<file path="src/rtl/result_digit_emitter.sv">
// result_digit_emitter: 32-bit binary to BCD (sequential double-dabble), digits streamed LS-first on valid/ready.
// Define LEADING_ZERO_BLANK_EN to stop after the most significant nonzero digit instead of emitting all 10.
module result_digit_emitter (
    input  logic        clock,
    input  logic        reset,
    input  logic        start,
    input  logic [31:0] value,
    input  logic        digit_ready,
    output logic        digit_valid,
    output logic [3:0]  data,
    output logic [3:0]  position,
    output logic [1:0]  status,
    output logic        busy
);
    typedef enum logic [1:0] {IDLE = 2'b00, CONVERT = 2'b01, EMIT = 2'b10, DONE = 2'b11} state_t;
    state_t      state_q;
    logic [31:0] bin_q, bin_d;
    logic [39:0] bcd_q, bcd_d, adj;
    logic [4:0]  cnt_q;
    logic [3:0]  pos_q, last_q, last_d;
    always_comb begin
        for (int i = 0; i < 10; i++)
            adj[4*i+:4] = bcd_q[4*i+:4] >= 4'd5 ? bcd_q[4*i+:4] + 4'd3 : bcd_q[4*i+:4];
        {bcd_d, bin_d} = {adj[38:0], bin_q, 1'b0};
`ifdef LEADING_ZERO_BLANK_EN
        last_d = 4'd0;
        for (int i = 1; i < 10; i++)
            if (bcd_d[4*i+:4] != 4'd0) last_d = 4'(i);
`else
        last_d = 4'd9;
`endif
    end
    // Emitted digits are shifted out of the bottom of bcd_q, so the current digit is always nibble 0.
    always_ff @(posedge clock or posedge reset) begin
        if (reset) begin
            state_q <= IDLE;
            bin_q   <= '0;
            bcd_q   <= '0;
            cnt_q   <= '0;
            pos_q   <= '0;
            last_q  <= '0;
        end else begin
            case (state_q)
                IDLE: if (start) begin
                    bin_q   <= value;
                    bcd_q   <= '0;
                    cnt_q   <= '0;
                    state_q <= CONVERT;
                end
                CONVERT: begin
                    bin_q <= bin_d;
                    bcd_q <= bcd_d;
                    cnt_q <= cnt_q + 5'd1;
                    if (cnt_q == 5'd31) begin
                        pos_q   <= '0;
                        last_q  <= last_d;
                        state_q <= EMIT;
                    end
                end
                EMIT: if (digit_ready) begin
                    if (pos_q == last_q) begin
                        pos_q   <= '0;
                        bcd_q   <= '0;
                        state_q <= DONE;
                    end else begin
                        pos_q <= pos_q + 4'd1;
                        bcd_q <= {4'd0, bcd_q[39:4]};
                    end
                end
                DONE: state_q <= IDLE;
            endcase
        end
    end
    assign status      = state_q;
    assign busy        = state_q != IDLE;
    assign digit_valid = state_q == EMIT;
    assign data        = digit_valid ? bcd_q[3:0] : 4'd0;
    assign position    = pos_q;
endmodule

</file>
<file path="config.mk">
export PLATFORM = sky130hd
export DESIGN_NAME = result_digit_emitter
export DESIGN_NICKNAME = d
export VERILOG_FILES = /design/src/rtl/result_digit_emitter.sv
export SDC_FILE = /design/constraint.sdc
export NUM_CORES = 1
export LEC_CHECK = 0
export ABC_AREA = 1
export BUFFER_PORTS_ARGS = -buffer_cell sky130_fd_sc_hd__buf_4
export CAP_MARGIN = 20
export CORE_MARGIN = 2
export CORE_UTILIZATION = 45
export CTS_CLUSTER_DIAMETER = 50
export DETAILED_ROUTE_END_ITERATION = 10
export HOLD_SLACK_MARGIN = 0.15
export PLACE_DENSITY = 0.64
export RECOVER_POWER = 25
export SETUP_SLACK_MARGIN = 0.15
export SLEW_MARGIN = 20
export SYNTH_ARGS = -nofsm -noshare
export SYNTH_HDL_FRONTEND = slang
export SYNTH_SLANG_ARGS = --single-unit
export TNS_END_PERCENT = 50
</file>
<file path="constraint.sdc">
create_clock -name clock -period 2.95 [get_ports clock]
set_input_delay 0.59 -clock clock [delete_from_list [all_inputs] [get_ports clock]]
set_output_delay 0.59 -clock clock [all_outputs]
set_load 0.01 [all_outputs]
</file>
==> summary.md, run 1 <==
| Metric | Value |
|---|---|
| Antenna-violating nets left | `0` |
| Reg2reg setup slack | `0.99 ns` |
| Cells after synthesis | `768` |
| Hold crit path type | `in2async` |
| Core Region | `roughly 12000 um^2` |
| Remaining Overflow, GRT | `0` |
| CTS max path bufs | `2` |
| # hold bufs at CTS | `0` |
| Routability cong. | `0.798` |
| Die area | `about 13000 um^2` |
| Family with the most delay on the worst path | `flip-flops` |
| Power Density | `~760 nW/um^2` |
| Final Critical Period | `2.20 ns` |
| Wire length on met3 | `558 um` |
| Layout cells sized above 1 | `between 10% and 20%` |
| Worst skew pair latency | `0.34 ns` |
| CP max stage cell | `dfrtp_1` |
| Hold Vio Cnt, Final | `0` |
| Crit path DAT | `~1.6 ns` |
| CTS tree | `yes` |
| Area leader, netlist | `dfrtp_1` |
| Required @ worst endpoint | `~2.4 ns` |
| Slew HR | `a little over a third` |
| First-pass GRT wire length | `roughly 21000 um` |
| Cts bufs inserted | `9` |
| Post-CTS Resized | `0` |
| CP Max Fanout | `11` |
| Max-Cap Viols | `0` |
| CTS clock-pin slew for the worst setup and hold paths | `~0.06 ns` |
| DR top layer | `met4` |
| Setup crit end | `data[2]` |
| CP Capture Type | `output port` |
| Status | `complete, no violations` |
| Synth warn | `0` |
| Nets | `863` |
| Post-synthesis async set-or-reset flop share | `100%` |
| DR WL/cell | `about 13 um` |
| Cell row count | `40` |
| DR vias | `between 4k and 5k` |
| Die height | `114 um` |
| WP depth | `5` |
| CP Launch Type | `register` |
| FF-to-FF End | `bin_q[16]$_DFFE_PP0P_` |
| Met2 routed WL | `5640 um` |
| P&R area growth vs syn | `12.6%` |
| CP cell instances | `inv_1, ha_2, nand2_1, inv_1, buf_4` |
| Worst setup path start | `status[0]$_DFFE_PP0P_` |
| Root Driver | `clkbuf_16` |
| Placed Cells | `935` |
| Setup TNS | `0 ns` |
| Synth Flop Type | `dfrtp_1` |
| Drt drc | `0` |
| Post-synth EDFFs | `0` |
| Gr usage total | `19.9%` |
| Die W | `114 um` |
| Port buffer count | `47` |
| Via count of the first global-routing pass | `4697` |
| Top post-synthesis cells by area | `dfrtp_1 39%, nand2_1 21%, nand3_1 7.0%` |
| N_diodes | `0` |
| H-tree levels | `3` |
| Ports | `48` |
| Yosys cell types | `28` |
| Routed vias/inst | `5.20` |
| Crit-path max cell delay | `0.43 ns` |
| Initial Util | `a little under half` |
| M1 wire length | `5640 um` |
| Reg2reg path depth | `8` |
| Sink Count | `84` |
| Synth top area share | `roughly 39%` |
| Leak | `approximately 3.2 nW` |
| Sequential-to-total area share from yosys stat | `38.7%` |
| Worst r2r src | `status[0]$_DFFE_PP0P_` |
| Antenna violations before repair | `0` |
| Fmax | `0.456 GHz` |
| Non-filler cells, final | `951` |
| Synthesized flop and latch total | `between 80 and 90` |
| Netlist Area Pre-Place | `5430 um^2` |
| Postcts setup bufs | `0` |
| Mapped Nets | `roughly 830` |
| Slew Limit Fails | `0` |
| Synth top cells by count | `306 x nand2_1, 84 x dfrtp_1, 76 x nand3_1` |
| Detailed-route wire length | `between 10000 and 15000 um` |
| Critical path buffer and inverter count | `3` |
| DR pass1 iterations | `5` |
| Crit path top cell by count | `inv_1` |
| 1st-iter DRT viols | `320` |
| Largest net degree at the start of global routing | `40` |
| Most frequent cell after synthesis | `nand2_1` |
| WS Path Type | `reg2out` |
| Worst Tran Pin Value | `roughly 0.96 ns` |
| RSZ-0062 raised after global routing | `no` |
| Setup Viol. Count Final | `0` |
| Clock skew | `0.00337 ns` |
| Syn Area/Cell | `7.07 um^2` |
| Final period utilization | `between 70% and 80%` |
| Peak supply drop | `about 0.55 mV` |
| Post-DP HPWL | `8260 um` |
## report_power, final
part | total (mW) | leakage (nW) | internal [mW] | switching (mW)
registers | 1.60 | 1.08 | 1.44 | 0.163
logic | 1.80 | 1.99 | 0.534 | 1.27
clock network | 1.23 | 0.152 | 0.746 | 0.484
## cells in the final DEF (no fill, tap or decap), drive strengths merged
master and instances:
a21oi 5, a22o 1, a31oi 31, buf 51
bufinv 2, clkbuf 11, clkinv 2, clkinvlp 3
dfrtp 84, ha 28, inv 68, nand2 311
nand3 88, nand4 19, nor2 67, o21ai 29
o21bai 1, xor2 3
## metrics by stage
stage / power (mW) / utilization, % / instance area (um^2) / hold WS (ns) / setup WS, ns
2_1_floorplan: 3.14 / - / 5430 / 0.448 / 0.195
3_5_place_dp: 3.45 / 48.8 / 5810 / 0.491 / 0.990
6_report: 4.63 / 51.4 / 6120 / 0.408 / 0.755
3_3_place_gp: 3.39 / 48.8 / 5810 / 0.475 / 1.06
4_1_cts: 4.69 / 51.5 / 6130 / 0.231 / 0.749
5_1_grt: 5.00 / 51.4 / 6120 / 0.480 / 0.643
## layout make-up
| type | instances | area, um^2 |
|---|---|---|
| clock inverter | 7 | 97.6 |
| clock buffer | 9 | 225 |
| sequential | 84 | 2100 |
| tap | 147 | 184 |
| timing repair buffer | 53 | 408 |
| fill | 1194 | 5790 |
| inverter | 68 | 264 |
| multi-input combinational | 583 | 2840 |
## per-layer routing
metal,track usage [%],vias up
met5,0,-
met4,8.05,0
met3,3.19,17
met2,33.1,113
met1,26.0,2277
li1,-,2534
## sequential cells by signal, indices dropped and copies added, names as in the netlist
name and flops:
bcd_q 40, bin_q 32, cnt_q 5, position 4, status 2, last_q 1
## worst register-to-register path, cell delays in order, from the launching register on
cell and delay (ns):
dfrtp_1 0.43, inv_1 0.11, ha_1 0.25, nand2_2 0.12, nand2_1 0.09, nand2_2 0.41
buf_12 0.26, nor2_1 0.07, a31oi_1 0.15
## worst min path at each step
stage | start | endpoint | cells past startpoint
3_3_place_gp | cnt_q[4]$_DFFE_PP0P_ | cnt_q[4]$_DFFE_PP0P_ | 2
5_1_grt | reset | bcd_q[9]$_DFFE_PP0P_ | 2
3_5_place_dp | cnt_q[4]$_DFFE_PP0P_ | cnt_q[4]$_DFFE_PP0P_ | 2
6_report | reset | bcd_q[9]$_DFFE_PP0P_ | 2
2_1_floorplan | cnt_q[4]$_DFFE_PP0P_ | cnt_q[4]$_DFFE_PP0P_ | 2
4_1_cts | reset | bcd_q[9]$_DFFE_PP0P_ | 2
## kinds of logic after synthesis
family / after synthesis / share of synthesized area [%]
adder cells (fa/ha/maj): 28 / 6.45
AO/OA/AOI/OAI: 67 / 7.07
AND/OR/NAND/NOR: 485 / 38.1
flip-flops: 84 / 38.7
XOR/XNOR: 3 / 0.484
buffers and inverters: 101 / 9.19
Note: power is estimated with default switching activity, not from simulation.
==> inputs of run 2 (changes only) <==
PLACE_DENSITY = 0.66   (was 0.64)
clock period = 1.9 ns   (was 2.95 ns; I/O delays follow)
==> summary.md, run 2 (synthesis results as in run 1) <==
| Metric | Value |
|---|---|
| Status | `complete, no violations` |
| Via count of the first global-routing pass | `~4.8k` |
| Largest net degree at the start of global routing | `85` |
| Reg with most FFs | `bcd_q` |
| Setup TNS | `0 ns` |
| H-tree levels | `3` |
| Antenna violations before repair | `0` |
| Leak | `3.34 nW` |
| N_diodes | `0` |
| Peak supply drop | `0.875 mV` |
| P&R area growth vs syn | `17.3%` |
| 1st-iter DRT viols | `between 300 and 400` |
| Detailed-route wire length | `12900 um` |
| Max-Cap Viols | `0` |
| CP Capture Type | `output port` |
| Hold Vio Cnt, Final | `0` |
| Cell row count | `40` |
| Required @ worst endpoint | `1.52 ns` |
| WS Path Type | `reg2out` |
| DR WL/cell | `13.3 um` |
| Routability cong. | `0.758` |
| Worst Tran Pin Value | `~1.2 ns` |
| Sink Count | `84` |
| Slew Limit Fails | `0` |
| Layout cells sized above 1 | `14.5%` |
| Initial Util | `45.6%` |
| CP max stage cell | `dfrtp_2` |
| CP Launch Type | `register` |
| CTS max path bufs | `2` |
| PnR worst setup slack | `~0.16 ns` |
| Die height | `114 um` |
| Most common cell after layout, fill and taps aside | `nand2_1` |
| Fill cells | `1148` |
| CP cell instances | `ha_4, buf_12, nand2_2, inv_1, buf_4` |
| Final Critical Period | `1.74 ns` |
| Worst skew pair latency | `0.34 ns` |
| Post-DP HPWL | `8130 um` |
| Post-placement setup slack | `0.114 ns` |
| CP Max Fanout | `8` |
| DR pass1 iterations | `5` |
| First-pass GRT wire length | `22200 um` |
| Crit-path max cell delay | `about 0.45 ns` |
| Final total power | `approximately 7.9 mW` |
| Slew HR | `between 20% and 30%` |
| Cts bufs inserted | `9` |
| Die W | `114 um` |
| Antenna-violating nets left | `0` |
| Remaining Overflow, GRT | `0` |
| Most frequent cells in the layout | `302 x nand2_1, 83 x dfrtp_1, 76 x nand3_1, 65 x nor2_1, 61 x inv_1` |
| Drt drc | `0` |
| Fmax | `between 0.5 and 0.6 GHz` |
| Largest regs | `bcd_q: 40 flops, bin_q: 32 flops, cnt_q: 5 flops` |
| Clock skew | `between 0.005 and 0.006 ns` |
| Core Region | `approximately 12000 um^2` |
| Number of flip-flops in the largest register | `40` |
| Ports | `48` |
| Routed vias/inst | `5.23` |
| Port buffer count | `47` |
| Hold crit path type | `in2reg` |
| RSZ-0062 raised after global routing | `yes` |
| Die area | `around 13000 um^2` |
| Final period utilization | `91.5%` |
| Power Density | `1240 nW/um^2` |
| Setup Viol. Count Final | `0` |
| Gr usage total | `21.0%` |
| CTS clock-pin slew for the worst setup and hold paths | `around 0.06 ns` |
| Nets | `slightly below 900` |
| Root Driver | `clkbuf_16` |
| CTS tree | `yes` |
| Crit path DAT | `around 1.4 ns` |
| DR vias | `5066` |
run 2: cell count changes in the layout (fill, tap and decap cells not counted), moves of 3 or more:
| cell | before | now |
|---|---|---|
| buf_4 | 50 | 57 |
| buf_12 | 1 | 7 |
| clkinv_2 | 1 | 4 |
| inv_1 | 64 | 61 |
| nand2_1 | 305 | 302 |
run 2: cell type report:
type | count | area (um^2) | share of cell area, %
Multi-Input combinational cell | 583 | 2870 | 45.1
Timing Repair inverter | 1 | 8.76 | 0.137
Tap cell | 147 | 184 | 2.89
Clock buffer | 11 | 243 | 3.81
Sequential cell | 84 | 2100 | 33.0
Clock inverter | 5 | 27.5 | 0.432
Inverter | 68 | 274 | 4.30
Timing Repair Buffer | 69 | 659 | 10.3
run 2: final timing paths:
check / startpoint / cells after the start / slack (ns) / end
max: status[1]$_DFFE_PP0P_ / 5 / 0.16 / data[2]
min: value[0] / 2 / 0.27 / bin_q[0]$_DFFE_PP0P_
max reg2reg: status[1]$_DFFE_PP0P_ / 9 / 0.22 / bcd_q[38]$_DFFE_PP0P_
min reg2reg: last_q[0]$_DFFE_PP0P_ / 2 / 0.50 / last_q[0]$_DFFE_PP0P_
max in group asynchronous: reset / 3 / 0.68 / status[1]$_DFFE_PP0P_
min in group asynchronous: reset / 3 / 0.45 / position[3]$_DFFE_PP0P_
run 2: where the power goes:
group / total [mW] / switching [mW] / internal (mW)
registers: 2.49 / 0.261 / 2.23
logic: 3.76 / 2.29 / 1.47
clock network: 1.62 / 0.709 / 0.912
run 2: timing repair:
| item | 4_1_cts | 5_1_grt |
|---|---|---|
| setup buffers | 7 | 6 |
| gates resized for setup | 4 | 11 |
| pin swaps | 0 | 3 |
| gates cloned | 2 | 1 |
| hold buffers | 0 | 0 |
| endpoints found under the setup margin | 38 | 59 |
run 2: per-layer routing:
metal | wire length [um] | track usage [%] | vias up
li1 | - | - | 2561
met1 | 5990 | 28.2 | 2351
met2 | 6030 | 34.4 | 137
met3 | 634 | 2.92 | 17
met4 | 249 | 8.37 | 0
met5 | 0 | 0 | -
run 2: through the flow:
step / util (%) / instances / hold slack, ns / cell area (um^2)
finish: 53.5 / 968 / 0.274 / 6370
global placement: 49.2 / 936 / 0.463 / 5860
floorplan: - / 768 / 0.448 / 5440
CTS: 52.6 / 961 / 0.188 / 6260
detailed placement: 49.2 / 936 / 0.483 / 5860
global route: 53.5 / 968 / 0.284 / 6370
run 2: critical path: cells and delay by family, from the launching register on:
| family | cells | cell delay, ns |
|---|---|---|
| DFF | 1 | 0.45 |
| buffers and inverters | 3 | 0.31 |
| adders and majority gates | 1 | 0.18 |
| and+or+nand+nor | 1 | 0.07 |
